[src/rtl/fetch_stage.sv]
// fetch_stage: PC owner issuing one imem request at a time, buffering the word for decode.
// Optional FETCH_PERF_CNT_EN adds perf_fetched / perf_squashed counters.
module fetch_stage #(
  parameter logic [31:0] RESET_PC = 32'h0000_0000
) (
  input  logic        clk,
  input  logic        reset,
  input  logic        stall_f,
  input  logic        redirect,
  input  logic [31:0] redirect_pc,
  output logic        imem_req,
  output logic [31:0] imem_addr,
  input  logic        imem_gnt,
  input  logic        imem_rvalid,
  input  logic [31:0] imem_rdata,
  output logic [31:0] instr_f,
  output logic [31:0] pc_plus4_f,
  output logic        fetch_valid,
  output logic [31:0] pc_f
`ifdef FETCH_PERF_CNT_EN
  ,
  output logic [31:0] perf_fetched,
  output logic [31:0] perf_squashed
`endif
);
  typedef enum logic {REQ, WAIT} state_t;
  state_t state, state_n;
  logic [31:0] pc, req_pc, instr_buf, pc4_buf;
  logic valid_buf, squash, consume, fire, rsp, fill, drop;
  assign consume = valid_buf & ~stall_f;
  assign imem_req = (state == REQ) & (~valid_buf | consume);
  assign fire = imem_req & imem_gnt;
  assign rsp = (state == WAIT) & imem_rvalid;
  assign fill = rsp & ~squash & ~redirect;
  assign drop = rsp & (squash | redirect);
  assign imem_addr = pc;
  assign instr_f = instr_buf;
  assign pc_plus4_f = pc4_buf;
  assign fetch_valid = valid_buf;
  assign pc_f = pc;
  always_comb begin
    state_n = state;
    state_n = (state == REQ) ? (fire ? WAIT : REQ) : (imem_rvalid ? REQ : WAIT);
  end
  always_ff @(posedge clk) begin
    if (!reset) begin
      state     <= REQ;
      pc        <= RESET_PC;
      req_pc    <= '0;
      instr_buf <= '0;
      pc4_buf   <= '0;
      valid_buf <= 1'b0;
      squash    <= 1'b0;
    end else begin
      state <= state_n;
      if (fire) req_pc <= pc;
      if (redirect) begin
        pc        <= redirect_pc & 32'hFFFF_FFFC;
        instr_buf <= '0;
        pc4_buf   <= '0;
        valid_buf <= 1'b0;
        // a request still outstanding after this edge must have its response discarded
        squash    <= (state_n == WAIT);
      end else begin
        if (fire) pc <= pc + 32'd4;
        if (rsp) squash <= 1'b0;
        if (fill) begin
          instr_buf <= imem_rdata;
          pc4_buf   <= req_pc + 32'd4;
          valid_buf <= 1'b1;
        end else if (consume) begin
          instr_buf <= '0;
          pc4_buf   <= '0;
          valid_buf <= 1'b0;
        end
      end
    end
  end
`ifdef FETCH_PERF_CNT_EN
  always_ff @(posedge clk) begin
    if (!reset) begin
      perf_fetched  <= '0;
      perf_squashed <= '0;
    end else begin
      if (fill) perf_fetched <= perf_fetched + 32'd1;
      if (drop | (redirect & valid_buf)) perf_squashed <= perf_squashed + 32'd1;
    end
  end
`endif
endmodule

[config.mk]
export PLATFORM = sky130hd
export DESIGN_NAME = fetch_stage
export DESIGN_NICKNAME = d
export VERILOG_FILES = /design/src/rtl/fetch_stage.sv
export SDC_FILE = /design/constraint.sdc
export NUM_CORES = 1
export LEC_CHECK = 0
export BUFFER_PORTS_ARGS = -buffer_cell sky130_fd_sc_hd__buf_2
export CAP_MARGIN = 20
export CELL_PAD_IN_SITES_DETAIL_PLACEMENT = 1
export CELL_PAD_IN_SITES_GLOBAL_PLACEMENT = 1
export CORE_ASPECT_RATIO = 0.7
export CORE_MARGIN = 1
export CORE_UTILIZATION = 40
export CTS_CLUSTER_SIZE = 40
export DETAILED_ROUTE_END_ITERATION = 10
export PLACE_DENSITY_LB_ADDON = 0.1
export SLEW_MARGIN = 10
export SYNTH_ARGS = -nofsm -noshare
export SYNTH_HDL_FRONTEND = slang
export SYNTH_SLANG_ARGS = --single-unit
[constraint.sdc]
create_clock -name clk -period 4.4 [get_ports clk]
set_input_delay 0.88 -clock clk [delete_from_list [all_inputs] [get_ports clk]]
set_output_delay 0.88 -clock clk [all_outputs]
set_load 0.05 [all_outputs]
Yosys cells after proc, flatten, opt, wreduce, memory -nomap -nowiden
Cells that the tools add are included.
{"block": "word_totals", "reg_bits": 131, "output_inout_bits": 130}
{"block": "classes", "n_reduce_logical": 4, "muxes": 12, "addsub": 2, "bitwise": 13}
{"cell": "$mux W32", "n": 5}
{"cell": "$add A32 B3 Y32 const B", "n": 2}
{"cell": "$mux W1", "n": 7}
{"cell": "$and A1 B1 Y1", "n": 6}
{"cell": "$not A1 Y1", "n": 6}
{"cell": "$reduce_bool A2 Y1", "n": 3}
{"cell": "$reduce_or A2 Y1", "n": 1}
{"cell": "$or A1 B1 Y1", "n": 1}

Logic depth before layout (Yosys ltp)
Gate-level depths: netlist (run 1).
{"block": "depth", "ltp_word": 8, "mapped_depth": 7, "mapped_depth_nobuf": 5}

Worst setup path before layout (run 1)
OpenSTA, ideal clock, no wires.
{"block": "synth_path", "path_type": "input port to output port", "from": "in stall_f", "to": "out imem_req", "required_ns": 3.520, "path_stages": 3, "path_slack_ns": 1.703, "n_path_buf": 1, "t_arrival_ns": 1.817, "cell_sequence": "and2_1 > buf_2 > nor2_1"}
{"block": "synth_via", "elab_chain_len": 4}
{"item": "start: declaration", "line_no": "8", "source": "input logic stall_f,"}
{"item": "$not A1 Y1", "line_no": "30", "source": "assign consume = valid_buf & ~stall_f;"}
{"item": "$and A1 B1 Y1", "line_no": "30"}
{"item": "$or A1 B1 Y1", "line_no": "31", "source": "assign imem_req = (state == REQ) & (~valid_buf | consume);"}
{"item": "$and A1 B1 Y1", "line_no": "31"}
{"item": "end: declaration", "line_no": "11", "source": "output logic imem_req,"}
Every way passes these cells.

Final worst setup path (run 1)
{"block": "layout_path", "from": "in imem_gnt", "to": "reg pc[22] (netlist: imem_addr[22])"}
{"block": "layout_via", "elab_chain_len": 2}
{"item": "start: declaration", "line_no": "13", "source": "input logic imem_gnt,"}
{"item": "$and A1 B1 Y1", "line_no": "32", "source": "assign fire = imem_req & imem_gnt;"}
{"item": "$reduce_bool A2 Y1 (no line)"}
{"item": "end signal: assignment", "line_no": "58", "source": "pc <= redirect_pc & 32'hFFFF_FFFC;"}
{"item": "end signal: assignment", "line_no": "65", "source": "if (fire) pc <= pc + 32'd4;"}
{"item": "end: declaration", "line_no": "28", "source": "logic [31:0] pc, req_pc, instr_buf, pc4_buf;"}
Every way passes these cells.
A chain may end at the register's enable or synchronous reset.

==> results.cfg, run 1 <==
[placed_design]
gp_congestion = 0.806
placedCellCount = 1044
place_hpwl_um = 13900
io_buffers = 191

[route]
vias = 6128
ant_nets = 0
wl_per_cell_um = 18.3
dr.pass1.iters = 5
drc = 0
drt_iter0_markers = 275
wl_um = 19700
avgViaCountPerCell = 5.69

[setup_path]
critical_path_required_ns = 4.70
critPathKind = primary input to flop
slowest_stage = or4_1
crit_family = simple AND/OR/NAND/NOR gates
r2r_slack_ns = 1.95
cpPeakStageDelay_ns = 0.67
start_kind = primary input
path_cells = buf_2 > nor2b_1 > nand3_1 > or4_1 > o2111a_1
cp.arrival_ns = 2.91
crit_buf_inv = 1
cp-end-kind = flop
path_max_fanout = 12

[synth]
synth_top_cell_by_area = dfxtp_1
syn_area_per_cell_um2 = 8.29
async_reset_ff_share_pct = 0
yosysWarnings = 0
synth.area.top_cells = dfxtp_1, nand2_1, a22oi_1, buf_4, a21boi_0
synth_edf_count = 0
synth_area_mm2 = 0.00608
ys_seq_elements = 125
yosys-top-cells-count = dfxtp_1, nand2_1, nor2_1
synth-seq-area-share_pct = 41.2
syn_inst = 733
synth_top_flop_cell = dfxtp_1
synth_top_area_share_pct = 41.2
synth_most_common_cell = dfxtp_1
synth_cell_type_count = 51

[sta]
min_period_over_period_pct = 59.4
max_freq_mhz = 383
slew_viol_final = 0
skew_ns = 0.0188
hold_violations = 0
setup_viol = 0
worst_pin_slew_ns = 1.08
period_needed_ns = 2.61
rsz0062_at_grt = no
slew_headroom_pct = 27.1
setup-tns-final_ns = 0

[floorplan]
io_pins = 200
fp.dieW_um = 149
rows = 37
core_area_mm2 = 0.0148
die_y_um = 105
start_util_pct = 41.1
dieArea_mm2 = 0.0157

[pwr]
p_per_area_mw_per_mm2 = 410
power.leakage_nw = 3.08
peakVddDrop_mv = 0.250

[global_route]
grt_max_degree = 43
grt-ovfl-total = 0
grt_pass1_wl_um = 32000
antenna_found_initial = 0
grt_usage_pct = 25.8
grt_pass1_vias = 6292

[layout]
antenna_cells = 0
drive_gt1_share_pct = 27.7
nFillCells = 1830
nNetsFinal = 941
instances_no_fill = 1077
syn_to_final_growth_pct = 24.5
final_core_util_pct = 51.2

[clock_network]
path_clk_slew_ns = 0.06
cts_setup_buffers = 0
root_buffer = clkbuf_16
cts_resized = 0
ctsHtreeMaxLevel = 4
clockBufferDepth = 2
cts_buffers = 17
clk_latency_ns = 0.42
hold_buffers = 0
cts_tree = done
cts_sinks = 125

[job]
drv_cap = 0

[status]
outcome = finished, final reports clean

[worst_hold_path]
hp-class = flop to flop
## cells by family after synthesis
| family | Yosys count | share of synthesized area (%) |
|---|---|---|
| and+or+nand+nor | 318 | 27.2 |
| buffers and inverters | 96 | 8.51 |
| other | 1 | 0.0617 |
| xor gates and xnor gates | 16 | 2.31 |
| DFF | 125 | 41.2 |
| AOI/OAI and AO/OA | 175 | 20.3 |
| adders and majority gates | 2 | 0.412 |
## layout by cell type, fill, tap and decap left out, types with 12 or more instances in the layout
master,synthesis,layout
buf_2,5,191
dfxtp_1,125,125
nand2_1,112,112
nor2_1,48,48
a22oi_1,36,36
nand3_1,34,34
o21ai_0,34,34
a21boi_0,31,31
or4_1,24,24
nand4_1,18,18
clkbuf_16,0,17
nor4_1,14,14
xnor2_1,13,13
or3_1,12,12
## worst register-to-register path, stage by stage, from the launching register on
cell	delay, ns
dfxtp_1	0.39
nor2b_1	0.46
nand3_1	0.55
or4_1	0.68
o2111a_1	0.26
## cell type report
class	instances	area (um^2)	area share [%]
multi-input cells	517	3100	41.0
flip-flops and latches	125	2500	33.1
repair buffers	201	1070	14.2
clock buffers	19	453	5.99
well taps	195	244	3.23
clock inverters	13	165	2.18
inverters	7	26.3	0.347
## metrics by stage
stage / total power, mW / setup slack (ns) / hold slack (ns) / area, um^2
floorplan: 1.55 / 1.70 / 0.449 / 6090
global placement: 1.63 / 1.50 / 0.434 / 6890
detailed placement: 1.65 / 1.44 / 0.445 / 6920
CTS: 3.11 / 1.81 / 0.459 / 7540
global route: 3.21 / 1.67 / 0.483 / 7560
finish: 3.10 / 1.79 / 0.452 / 7560
## sequential cells by signal (all words and copies together) (netlist names)
register / cells
state: 1
squash: 1
req_pc: 30
pc_plus4_f: 30
instr_f: 32
imem_addr: 30
fetch_valid: 1
## power breakdown
part	total [mW]	internal (mW)	switching, mW
registers	1.24	1.17	0.0713
clock network	1.47	0.923	0.547
logic	0.388	0.108	0.280
total	3.10	2.20	0.898
## final timing paths
check / end / startpoint / cells past startpoint
setup / recovery: imem_addr[22]$_SDFFE_PN0P_ / imem_gnt / 5
hold / removal: pc_plus4_f[21]$_SDFFE_PP0P_ / pc_plus4_f[21]$_SDFFE_PP0P_ / 2
setup reg to reg: imem_addr[22]$_SDFFE_PN0P_ / state$_SDFF_PN0_ / 4
hold reg to reg: pc_plus4_f[21]$_SDFFE_PP0P_ / pc_plus4_f[21]$_SDFFE_PP0P_ / 2
## layer usage
layer | global-route usage, % | wire length [um] | vias up
met5 | 0 | 0 | -
met4 | 8.75 | 139 | 0
met3 | 4.54 | 869 | 14
met2 | 43.7 | 9610 | 155
met1 | 32.9 | 9060 | 3056
li1 | - | - | 2903
Power figures use the tool's default switching activity.
==> run 2: changes to the inputs <==
--- a/config.mk
+++ b/config.mk
@@ -5,13 +5,14 @@
 export SDC_FILE = /design/constraint.sdc
 export NUM_CORES = 1
 export LEC_CHECK = 0
+export ABC_AREA = 1
 export BUFFER_PORTS_ARGS = -buffer_cell sky130_fd_sc_hd__buf_2
 export CAP_MARGIN = 20
 export CELL_PAD_IN_SITES_DETAIL_PLACEMENT = 1
 export CELL_PAD_IN_SITES_GLOBAL_PLACEMENT = 1
 export CORE_ASPECT_RATIO = 0.7
 export CORE_MARGIN = 1
-export CORE_UTILIZATION = 40
+export CORE_UTILIZATION = 36
 export CTS_CLUSTER_SIZE = 40
 export DETAILED_ROUTE_END_ITERATION = 10
 export PLACE_DENSITY_LB_ADDON = 0.1
==> constraint.sdc (replaced) <==
create_clock -name clk -period 2.7 [get_ports clk]
set_input_delay 0.54 -clock clk [delete_from_list [all_inputs] [get_ports clk]]
set_output_delay 0.54 -clock clk [all_outputs]
set_load 0.05 [all_outputs]
==> run 2 against run 1 <==
Global-route usage fell by 1.7 points. Flip-flop and latch count is the same. Non-clock buffer count did not move. Critical path type is now flop to flop. Largest power group unchanged.
==> results.cfg, run 2 <==
[status]
outcome = finished, final reports clean

[sta]
skew_ns = 0.00977
slew_viol_final = 0
holdWs_ns = 0.361
rsz0062_at_grt = no
setup-tns-final_ns = 0
worst_pin_slew_ns = 0.501
period_needed_ns = 2.14
slew_headroom_pct = 66.5
hold_violations = 0
max_freq_mhz = 467
setup_viol = 0
min_period_over_period_pct = 79.3

[synth]
yosys-top-cells-count = nand2_1, dfxtp_1, a21oi_1
synth_cell_type_count = 34
ys_seq_elements = 125
synth_top_cell_by_area = dfxtp_1
synth_top_flop_cell = dfxtp_1
synth_area_mm2 = 0.00650
yosysWarnings = 0
synth_most_common_cell = nand2_1
syn_area_per_cell_um2 = 6.65
synth_edf_count = 0
syn_inst = 978
synth_top_area_share_pct = 38.5
synth.area.top_cells = dfxtp_1, nand2_1, a21oi_1, nand3_1, inv_1
synth-seq-area-share_pct = 38.5
async_reset_ff_share_pct = 0

[clock_network]
hold_buffers = 0
cts_tree = done
ctsHtreeMaxLevel = 4
clockBufferDepth = 2
path_clk_slew_ns = 0.06
cts_resized = 0
root_buffer = clkbuf_16
cts_sinks = 125
cts_setup_buffers = 0
clk_latency_ns = 0.43
cts_buffers = 17

[global_route]
use_met1_pct = 34.0
grt_usage_pct = 24.2
grt-ovfl-total = 0
top_usage_layer = met2
grt_max_degree = 64
met2_usage_pct = 37.7
antenna_found_initial = 0
grt_pass1_wl_um = 34600
grt_pass1_vias = 6459
use_met3_pct = 4.93

[floorplan]
core_area_mm2 = 0.0174
io_pins = 200
start_util_pct = 37.3
rows = 40
fp.dieW_um = 163
die_y_um = 114
dieArea_mm2 = 0.0186

[setup_path]
r2r_slack_ns = 0.56
start_kind = flop
r2r_start = req_pc[2]$_SDFFE_PN0P_
critical_path_required_ns = 2.99
critPathKind = flop to flop
cp-end-kind = flop
r2r_end = pc_plus4_f[12]$_SDFFE_PP0P_
path_max_fanout = 5
cp.arrival_ns = 2.43
reg2regPathDepth = 8

[layout]
antenna_cells = 0
final_cell_mix = nand2_1, buf_2, dfxtp_1, a21oi_1, inv_1
fin_area_mm2 = 0.00802
multi_input_area_mm2 = 0.00320
layout_commonest_cell = nand2_1
drive_gt1_share_pct = 23.6
nFillCells = 2343
ff_latch_area_mm2 = 0.00250
largest_reg_flops = 32
syn_to_final_growth_pct = 23.4
final_core_util_pct = 46.1
nNetsFinal = 1202

[route]
ant_nets = 0
drt_iter0_markers = 317
dr.pass1.iters = 5
wl_um = 22000
vias = 6694
wl_per_cell_um = 16.0
avgViaCountPerCell = 4.87
drc = 0

[worst_hold_path]
hp-class = primary input to flop
hold_end = instr_f[29]$_SDFFE_PP0P_
hold_path_depth = 3
hp-start = imem_rdata[29]

[placed_design]
gp_congestion = 0.861
io_buffers = 191
place_hpwl_um = 16100
postPlaceCellArea_mm2 = 0.00743

[pwr]
p_per_area_mw_per_mm2 = 620
peakVddDrop_mv = 0.277
power.leakage_nw = 3.45

[job]
drv_cap = 0
run 2: changes by cell type after synthesis, moves of 21 or more:
cell	change
or4_1	-24
a21boi_0	-31
nand2_1	+180
nand3_1	+42
a21oi_1	+109
o21ai_0	+21
nor2_1	+29
clkbuf_1	-25
a22oi_1	-35
inv_1	+83
run 2: kinds of logic (layout without fill, tap and decap cells):
logic type	Yosys count	count (layout)	share of synthesized area, %
AND/OR/NAND/NOR	480	480	31.9
AO/OA/AOI/OAI	193	193	15.3
buffers and inverters	167	327	12.6
other	1	6	0.0577
adder cells (fa/ha/maj)	2	2	0.385
XOR/XNOR	10	10	1.35
flip-flops	125	125	38.5
run 2: per-layer routing:
layer  vias up  share of wire, %
li1       3392                 -
met1      3126                50
met2       163                44
met3        13               5.3
met4         0              0.73
met5         -                 0
run 2: critical path, stage by stage, from the launching register on:
cell	delay (ns)
dfxtp_1	0.46
ha_1	0.34
nand3_1	0.21
inv_1	0.24
nand2_1	0.16
inv_1	0.21
nand2_1	0.10
o211ai_1	0.20
a21oi_1	0.09
run 2: final cells by class:
| type | instances | area share (%) |
|---|---|---|
| Tap cell | 231 | 3.60 |
| Inverter | 94 | 4.40 |
| Clock inverter | 13 | 1.75 |
| Multi-Input combinational cell | 691 | 39.9 |
| Timing Repair Buffer | 201 | 13.5 |
| Sequential cell | 125 | 31.2 |
| Clock buffer | 19 | 5.65 |
run 2: stage by stage:
step           worst slack [ns]  power (mW)  instances
2_1_floorplan             0.637        2.54        983
3_3_place_gp              0.706        2.71       1342
3_5_place_dp              0.677        2.72       1342
4_1_cts                   0.680        5.02       1374
5_1_grt                   0.478        5.18       1374
6_report                  0.559        4.98       1374
run 2: power breakdown:
group	internal [mW]	switching, mW
clock	1.41	0.889
combinational	0.172	0.489
sequential	1.91	0.101
total	3.50	1.48
run 2: worst max path at each step:
stage	startpoint	endpoint	depth (start not counted)
finish	req_pc[2]$_SDFFE_PN0P_	pc_plus4_f[12]$_SDFFE_PP0P_	8
global route	req_pc[2]$_SDFFE_PN0P_	pc_plus4_f[12]$_SDFFE_PP0P_	8
CTS	req_pc[2]$_SDFFE_PN0P_	pc_plus4_f[12]$_SDFFE_PP0P_	8
detailed placement	stall_f	imem_addr[30]$_SDFFE_PN0P_	10
global placement	stall_f	imem_addr[30]$_SDFFE_PN0P_	10
floorplan	stall_f	imem_addr[5]$_SDFFE_PN0P_	4
